File: src/rtl/pit_multi_pkg.sv
// rtl/pit_multi_pkg.sv - shared encodings and helpers for the multi-channel interval timer
package pit_multi_pkg;

   localparam logic [2:0] MODE_0 = 3'd0;
   localparam logic [2:0] MODE_2 = 3'd2;
   localparam logic [2:0] MODE_3 = 3'd3;

   localparam logic [1:0] ACC_LATCH = 2'b00;
   localparam logic [1:0] ACC_LSB   = 2'b01;
   localparam logic [1:0] ACC_MSB   = 2'b10;
   localparam logic [1:0] ACC_WORD  = 2'b11;

   typedef enum logic [1:0] {
      ST_IDLE,
      ST_LOAD,
      ST_RUN
   } ch_state_t;

   // Unsupported modes fold onto the nearest supported one.
   function automatic logic [2:0] map_mode(input logic [2:0] m);
      case (m)
         3'd2, 3'd6: map_mode = MODE_2;
         3'd3, 3'd7: map_mode = MODE_3;
         default:    map_mode = MODE_0;
      endcase
   endfunction

endpackage

File: src/rtl/pit_multi_channel.sv
// rtl/pit_multi_channel.sv - one timer channel: control, count, latch and mode sequencing
module pit_multi_channel
   import pit_multi_pkg::*;
#(
   parameter int CNT_W = 16
) (
   input  logic       clk,
   input  logic       rst_n,
   input  logic       tick,
   input  logic       gate,
   input  logic       wr_ctrl,
   input  logic       wr_data,
   input  logic       rd,
   input  logic [7:0] wdata,
   output logic [7:0] rdata,
   output logic       out
);
   typedef logic [CNT_W-1:0] cnt_t;

   ch_state_t  state;
   logic [2:0] mode;
   logic [1:0] access;
   cnt_t       count;
   cnt_t       init;
   cnt_t       latch_val;
   logic [7:0] lsb_hold;
   logic       wr_msb;
   logic       rd_msb;
   logic       latch_pend;
   logic       hold;
   logic       rearm;

   logic [15:0] rd_val;
   logic [15:0] wr_word;
   cnt_t        sq_reload;
   logic        sq_odd;
   logic        wr_done;

   always_comb begin
      rd_val = 16'(latch_pend ? latch_val : count);
      if (access == ACC_MSB || (access == ACC_WORD && rd_msb))
         rdata = rd_val[15:8];
      else
         rdata = rd_val[7:0];
      // Square wave counts by two; N=1 behaves as the full 2^CNT_W range.
      sq_reload = (init == cnt_t'(1)) ? '0 : {init[CNT_W-1:1], 1'b0};
      sq_odd    = init[0] && (init != cnt_t'(1));
      case (access)
         ACC_LSB: wr_word = {8'h00, wdata};
         ACC_MSB: wr_word = {wdata, 8'h00};
         default: wr_word = {wdata, lsb_hold};
      endcase
      wr_done = wr_data && (access != ACC_WORD || wr_msb);
   end

   always_ff @(posedge clk or negedge rst_n) begin
      if (!rst_n) begin
         state      <= ST_IDLE;
         mode       <= MODE_0;
         access     <= ACC_WORD;
         count      <= '0;
         init       <= '0;
         latch_val  <= '0;
         lsb_hold   <= 8'h00;
         wr_msb     <= 1'b0;
         rd_msb     <= 1'b0;
         latch_pend <= 1'b0;
         hold       <= 1'b0;
         rearm      <= 1'b0;
         out        <= 1'b1;
      end else if (wr_ctrl && wdata[5:4] != ACC_LATCH) begin
         mode       <= map_mode(wdata[3:1]);
         access     <= wdata[5:4];
         state      <= ST_IDLE;
         wr_msb     <= 1'b0;
         rd_msb     <= 1'b0;
         latch_pend <= 1'b0;
         hold       <= 1'b0;
         rearm      <= 1'b0;
         out        <= (map_mode(wdata[3:1]) != MODE_0);
      end else begin
         if (wr_ctrl && !latch_pend) begin
            latch_val  <= count;
            latch_pend <= 1'b1;
         end
         if (rd) begin
            if (access == ACC_WORD)
               rd_msb <= !rd_msb;
            if (access != ACC_WORD || rd_msb)
               latch_pend <= 1'b0;
         end

         if (tick && state == ST_LOAD) begin
            count <= (mode == MODE_3) ? sq_reload : init;
            hold  <= (mode == MODE_3) && sq_odd;
            rearm <= 1'b0;
            state <= ST_RUN;
            if (mode != MODE_0)
               out <= 1'b1;
         end else if (tick && state == ST_RUN && gate) begin
            case (mode)
               MODE_2: begin
                  if (rearm || count == cnt_t'(1)) begin
                     count <= init;
                     out   <= 1'b1;
                     rearm <= 1'b0;
                  end else begin
                     count <= count - cnt_t'(1);
                     out   <= (count != cnt_t'(2));
                  end
               end
               MODE_3: begin
                  if (rearm) begin
                     count <= sq_reload;
                     out   <= 1'b1;
                     hold  <= sq_odd;
                     rearm <= 1'b0;
                  end else if (hold) begin
                     hold <= 1'b0;
                  end else if (count == cnt_t'(2)) begin
                     count <= sq_reload;
                     out   <= !out;
                     hold  <= !out && sq_odd;
                  end else begin
                     count <= count - cnt_t'(2);
                  end
               end
               default: begin
                  count <= count - cnt_t'(1);
                  if (count == cnt_t'(1))
                     out <= 1'b1;
               end
            endcase
         end

         // Gate low parks the periodic modes high and forces a reload on resume.
         if (state == ST_RUN && mode != MODE_0 && !gate) begin
            out   <= 1'b1;
            rearm <= 1'b1;
         end

         if (wr_data && access == ACC_WORD && !wr_msb) begin
            lsb_hold <= wdata;
            wr_msb   <= 1'b1;
         end
         if (wr_done) begin
            init   <= cnt_t'(wr_word);
            wr_msb <= 1'b0;
            state  <= ST_LOAD;
            if (mode == MODE_0)
               out <= 1'b0;
         end
      end
   end

endmodule

File: src/rtl/pit_multi.sv
// rtl/pit_multi.sv - multi-channel interval timer: tick accumulator, io decode and read path
module pit_multi
   import pit_multi_pkg::*;
#(
   parameter int NUM_CH  = 3,
   parameter int CNT_W   = 16,
   parameter int TICK_HZ = 1193182,
   parameter int RATE_W  = 28
) (
   input  logic              clk,
   input  logic              rst_n,
   input  logic [RATE_W-1:0] clock_rate,
   input  logic [2:0]        io_address,
   input  logic              io_read,
   output logic [7:0]        io_readdata,
   input  logic              io_write,
   input  logic [7:0]        io_writedata,
   input  logic [NUM_CH-1:0] gate,
   output logic [NUM_CH-1:0] out,
   output logic [NUM_CH-1:0] out_rise
);
   typedef logic [RATE_W:0] acc_ext_t;
   localparam acc_ext_t TICK_EXT = acc_ext_t'(TICK_HZ);

   logic [RATE_W-1:0] rate_q;
   logic [RATE_W-1:0] acc;
   acc_ext_t          acc_sum;
   logic              tick;
   logic              rd_prev;
   logic              rd_valid;
   logic [NUM_CH-1:0] out_q;
   logic [7:0]        ch_rdata [NUM_CH];
   logic [7:0]        rd_byte;

   assign acc_sum  = {1'b0, acc} + TICK_EXT;
   assign rd_valid = io_read && !rd_prev;
   assign out_rise = out & ~out_q;

   // A clock no faster than the tick rate cannot produce a fractional tick.
   always_ff @(posedge clk or negedge rst_n) begin
      if (!rst_n) begin
         rate_q <= '0;
         acc    <= '0;
         tick   <= 1'b0;
      end else begin
         rate_q <= clock_rate;
         tick   <= 1'b0;
         if ({1'b0, rate_q} <= TICK_EXT) begin
            acc <= '0;
         end else if (acc_sum >= {1'b0, rate_q}) begin
            acc  <= RATE_W'(acc_sum - {1'b0, rate_q});
            tick <= 1'b1;
         end else begin
            acc <= acc_sum[RATE_W-1:0];
         end
      end
   end

   always_comb begin
      rd_byte = 8'h00;
      for (int i = 0; i < NUM_CH; i++)
         if (io_address == 3'(i))
            rd_byte = ch_rdata[i];
   end

   always_ff @(posedge clk or negedge rst_n) begin
      if (!rst_n) begin
         rd_prev     <= 1'b0;
         io_readdata <= 8'h00;
         out_q       <= '1;
      end else begin
         rd_prev     <= rd_valid;
         io_readdata <= rd_valid ? rd_byte : 8'h00;
         out_q       <= out;
      end
   end

   for (genvar i = 0; i < NUM_CH; i++) begin : g_ch
      pit_multi_channel #(
         .CNT_W(CNT_W)
      ) u_ch (
         .clk    (clk),
         .rst_n  (rst_n),
         .tick   (tick),
         .gate   (gate[i]),
         .wr_ctrl(io_write && io_address == 3'(i + 4)),
         .wr_data(io_write && io_address == 3'(i)),
         .rd     (rd_valid && io_address == 3'(i)),
         .wdata  (io_writedata),
         .rdata  (ch_rdata[i]),
         .out    (out[i])
      );
   end

endmodule

File: config.mk
export PLATFORM = sky130hd
export DESIGN_NAME = pit_multi
export DESIGN_NICKNAME = d
export VERILOG_FILES = /design/src/rtl/pit_multi_pkg.sv /design/src/rtl/pit_multi_channel.sv /design/src/rtl/pit_multi.sv
export SDC_FILE = /design/constraint.sdc
export NUM_CORES = 1
export LEC_CHECK = 0
export BUFFER_PORTS_ARGS = -buffer_cell sky130_fd_sc_hd__clkbuf_2
export CAP_MARGIN = 10
export CORE_ASPECT_RATIO = 1.2
export CORE_UTILIZATION = 43
export CTS_BUF_LIST = sky130_fd_sc_hd__clkbuf_4
export CTS_CLUSTER_DIAMETER = 100
export DETAILED_ROUTE_END_ITERATION = 16
export GPL_TIMING_DRIVEN = 0
export MAX_ROUTING_LAYER = met4
export PLACE_DENSITY = 0.68
export SKIP_CTS_REPAIR_TIMING = 1
export SYNTH_ARGS = -nofsm -noshare
export SYNTH_HDL_FRONTEND = slang
export SYNTH_SLANG_ARGS = --single-unit
File: constraint.sdc
create_clock -name clk -period 13.4 [get_ports clk]
set_input_delay 0.67 -clock clk [delete_from_list [all_inputs] [get_ports clk]]
set_output_delay 0.67 -clock clk [all_outputs]
set_load 0.05 [all_outputs]
==> results.py <==
metrics = {
    "logic_synthesis": {
        "synth_top_area_share": 0.395,
        "synthMostInstantiatedCell": "dfrtp_1",
        "synth_edf_count": 0,
        "ys_types": 85,
        "syn_nets": 1942,
        "synth_seq_cells": 273,
        "ys_top_cells_by_area": "dfrtp_1 39%, nand2_1 5.4%, a21oi_1 4.6%",
        "ys.warnings.count": 0,
        "synthFlopType": "dfrtp_1",
        "syn_area_per_cell_sq_um": 8.98,
        "synth_seq_area_share": 0.414,
        "netlist_instances": 1842,
        "synth_area_sq_um": 16500,
        "synth_common_cells": "261 x dfrtp_1, 240 x nand2_1, 155 x nor2_1, 153 x a21oi_1, 136 x o21ai_0",
        "async_reset_ff_frac": 1.00,
        "yosys.area.top_type": "dfrtp_1",
    },
    "power_and_ir_drop": {
        "p_switching_uw": 2020,
        "switching_share": 0.455,
        "power.leakage_uw": 0.00827,
        "power_frac_comb": 0.520,
        "power_density_nw_per_um2": 238,
        "p_clk_frac": 0.179,
        "power_frac_seq": 0.301,
        "p_int_uw": 2420,
        "max-vdd-ir-drop_v": 0.000194,
    },
    "timing": {
        "slew_headroom": 0.274,
        "rsz0062_at_grt": "false",
        "fin_crit_ps": 6080,
        "fin_hold_ws_ps": 42.1,
        "tns_ps": 0,
        "worst-slew-pin-transition_ps": 1090,
        "drv_slew": 0,
        "skew_ps": 49.5,
        "period_share": 0.454,
        "setup_viol": 0,
        "final_hold_viol_count": 0,
        "max_freq_mhz": 164,
    },
    "worst_setup_path": {
        "critPathLaunchType": "flop",
        "crit_arrival_ps": 6740,
        "end_kind": "flop",
        "crit_type": "flop to flop",
        "path_max_fanout": 10,
        "required_ps": 14050,
    },
    "detailed_routing": {
        "post_drt_wl_per_cell_microns": 18.6,
        "avgViaCountPerCell": 5.88,
        "vias": 14900,
        "drc": 0,
        "firstDrtPassIters": 5,
        "ant_nets": 0,
        "wl_microns": 47000,
        "drtIter0Drc": 1092,
    },
    "placed_design": {
        "place_congestion": 0.992,
        "io_buffers": 51,
        "hpwl_microns": 34800,
    },
    "clocking": {
        "insertion_delay_ps": 770,
        "clock_sinks": 273,
        "cts_buffer_depth": 3,
        "clockRootBuffer": "clkbuf_4",
        "worst_setup_hold_path_clk_slew_ps": 60,
        "cts_tree": "yes",
        "htree_levels": 3,
        "cts_buffers": 78,
    },
    "floorplanning": {
        "ioPinCount": 60,
        "fp.dieW_microns": 181,
        "row_count": 78,
        "coreArea_sq_um": 37900,
        "die_area_sq_um": 39300,
        "initial_core_util": 0.437,
        "dieHeight_microns": 217,
    },
    "global_route": {
        "grt_max_degree": 92,
        "grt.overflow.total": 0,
        "grt_first_pass_wirelength_microns": 75300,
        "grt_pass1_vias": 14500,
        "grtUsageTotal": 0.248,
        "antenna_found_initial": 2,
    },
    "finish": {
        "drive_gt1_frac": 0.162,
        "area_growth_pct": 12.9,
        "n_fill_cell": 3652,
        "nets": 2092,
        "regArea_sq_um": 6850,
        "multi_input_area_sq_um": 8970,
    },
    "run_status": {
        "status": "completed",
    },
    "min_path": {
        "hp-class": "primary input to flop",
    },
    "run": {
        "maxCapViolations": 0,
    },
}
stage by stage:
step | area [sq um] | std cells | utilization | total power, uW | setup WS [ps]
3_3_place_gp | 17400 | 2373 | 0.460 | 3570 | 5970
4_1_cts | 18500 | 2513 | 0.489 | 4440 | 7450
2_1_floorplan | 16500 | 1842 | - | 3020 | 9030
3_5_place_dp | 17500 | 2376 | 0.462 | 3610 | 7490
6_report | 18700 | 2531 | 0.493 | 4440 | 7320
5_1_grt | 18700 | 2531 | 0.493 | 4800 | 7080
placed cells by master (no fill, tap or decap), types with 13 or more instances in the layout:
cell type,count
and3_1,15
nand2_1,240
nor4_1,26
xor2_1,32
o21ai_0,136
dlygate4sd3_1,16
nor2b_1,15
mux2_2,64
mux2i_1,15
a31oi_1,24
clkbuf_1,93
ha_1,53
mux4_2,23
nand3_1,52
clkbuf_4,122
nor2_1,155
nand4_1,16
o31ai_1,16
clkbuf_2,51
nor3_1,33
a211oi_1,20
a21oi_1,153
xnor2_1,19
o21a_1,13
nand2b_1,15
and2_1,18
inv_1,72
dfrtp_1,261
kinds of logic (layout without fill, tap and decap cells):
logic type | count (synthesis) | in the layout | synth area share
simple gates | 658 | 658 | 0.190
flops | 273 | 273 | 0.414
xor+xnor | 51 | 51 | 0.0270
compound gates | 518 | 518 | 0.198
fa+ha+maj | 54 | 54 | 0.0413
mux | 103 | 103 | 0.0855
other cells | 0 | 2 | 0
buf+inv | 185 | 392 | 0.0446
per-layer routing:
metal | share of wire | GRT usage | vias to the layer above
li1 | - | - | 7027
met1 | 0.40 | 0.283 | 7182
met2 | 0.49 | 0.413 | 534
met3 | 0.063 | 0.0470 | 135
met4 | 0.042 | 0.133 | 0
met5 | 0 | - | -
power by group through the flow:
stage / registers, uW / logic, uW / clock network, uW
after floorplan: 1260 / 1760 / 0
after global placement: 1340 / 2230 / 0
after detailed placement: 1350 / 2270 / 0
after CTS: 1330 / 2280 / 822
after global routing: 1370 / 2570 / 867
final: 1340 / 2310 / 796
sequential cells by signal, summed over array words and instances (netlist names), 6 cells and up:
name	cells
g_ch.u_ch.init	48
g_ch.u_ch.lsb_hold	24
g_ch.u_ch.latch_val	48
g_ch.u_ch.state	6
rate_q	28
acc	28
io_readdata	8
g_ch.u_ch.mode	6
g_ch.u_ch.access	6
g_ch.u_ch.count	48
final timing paths:
check,from,slack [ps],depth (start not counted),to
worst max-delay path,acc[1],7320,19,acc[21]
worst min-delay path,clock_rate[2],40,1,rate_q[2]
worst max register to register,acc[1],7320,19,acc[21]
worst min register to register,g_ch[2].u_ch.out,410,0,out_q[2]
max in group asynchronous,rst_n,11860,4,out_q[1]
min in group asynchronous,rst_n,350,2,g_ch[2].u_ch.count[9]
final cells by class:
type,count,area share
clock inverters,15,0.00549
diodes,2,0.000268
inverters,72,0.0145
flip-flops and latches,273,0.366
plain buffers,113,0.0250
repair buffers,70,0.0271
clock buffers,122,0.0490
multi-input cells,1384,0.480
well taps,480,0.0321
worst max-delay path, cell delays in order (launching register included):
cell and delay [ps]:
dfrtp_1 430, inv_1 130, ha_1 210, nor3b_1 460
o221ai_1 350, a21boi_0 490, o21bai_1 150, and3b_1 190
or2_2 290, ha_1 290, clkbuf_1 210, a21oi_1 200
a21boi_0 100, a311oi_1 520, o2111ai_1 340, a31oi_1 400
clkbuf_1 460, clkbuf_1 510, nand2_1 110, a21oi_1 150
Power figures use the tool's default switching activity.
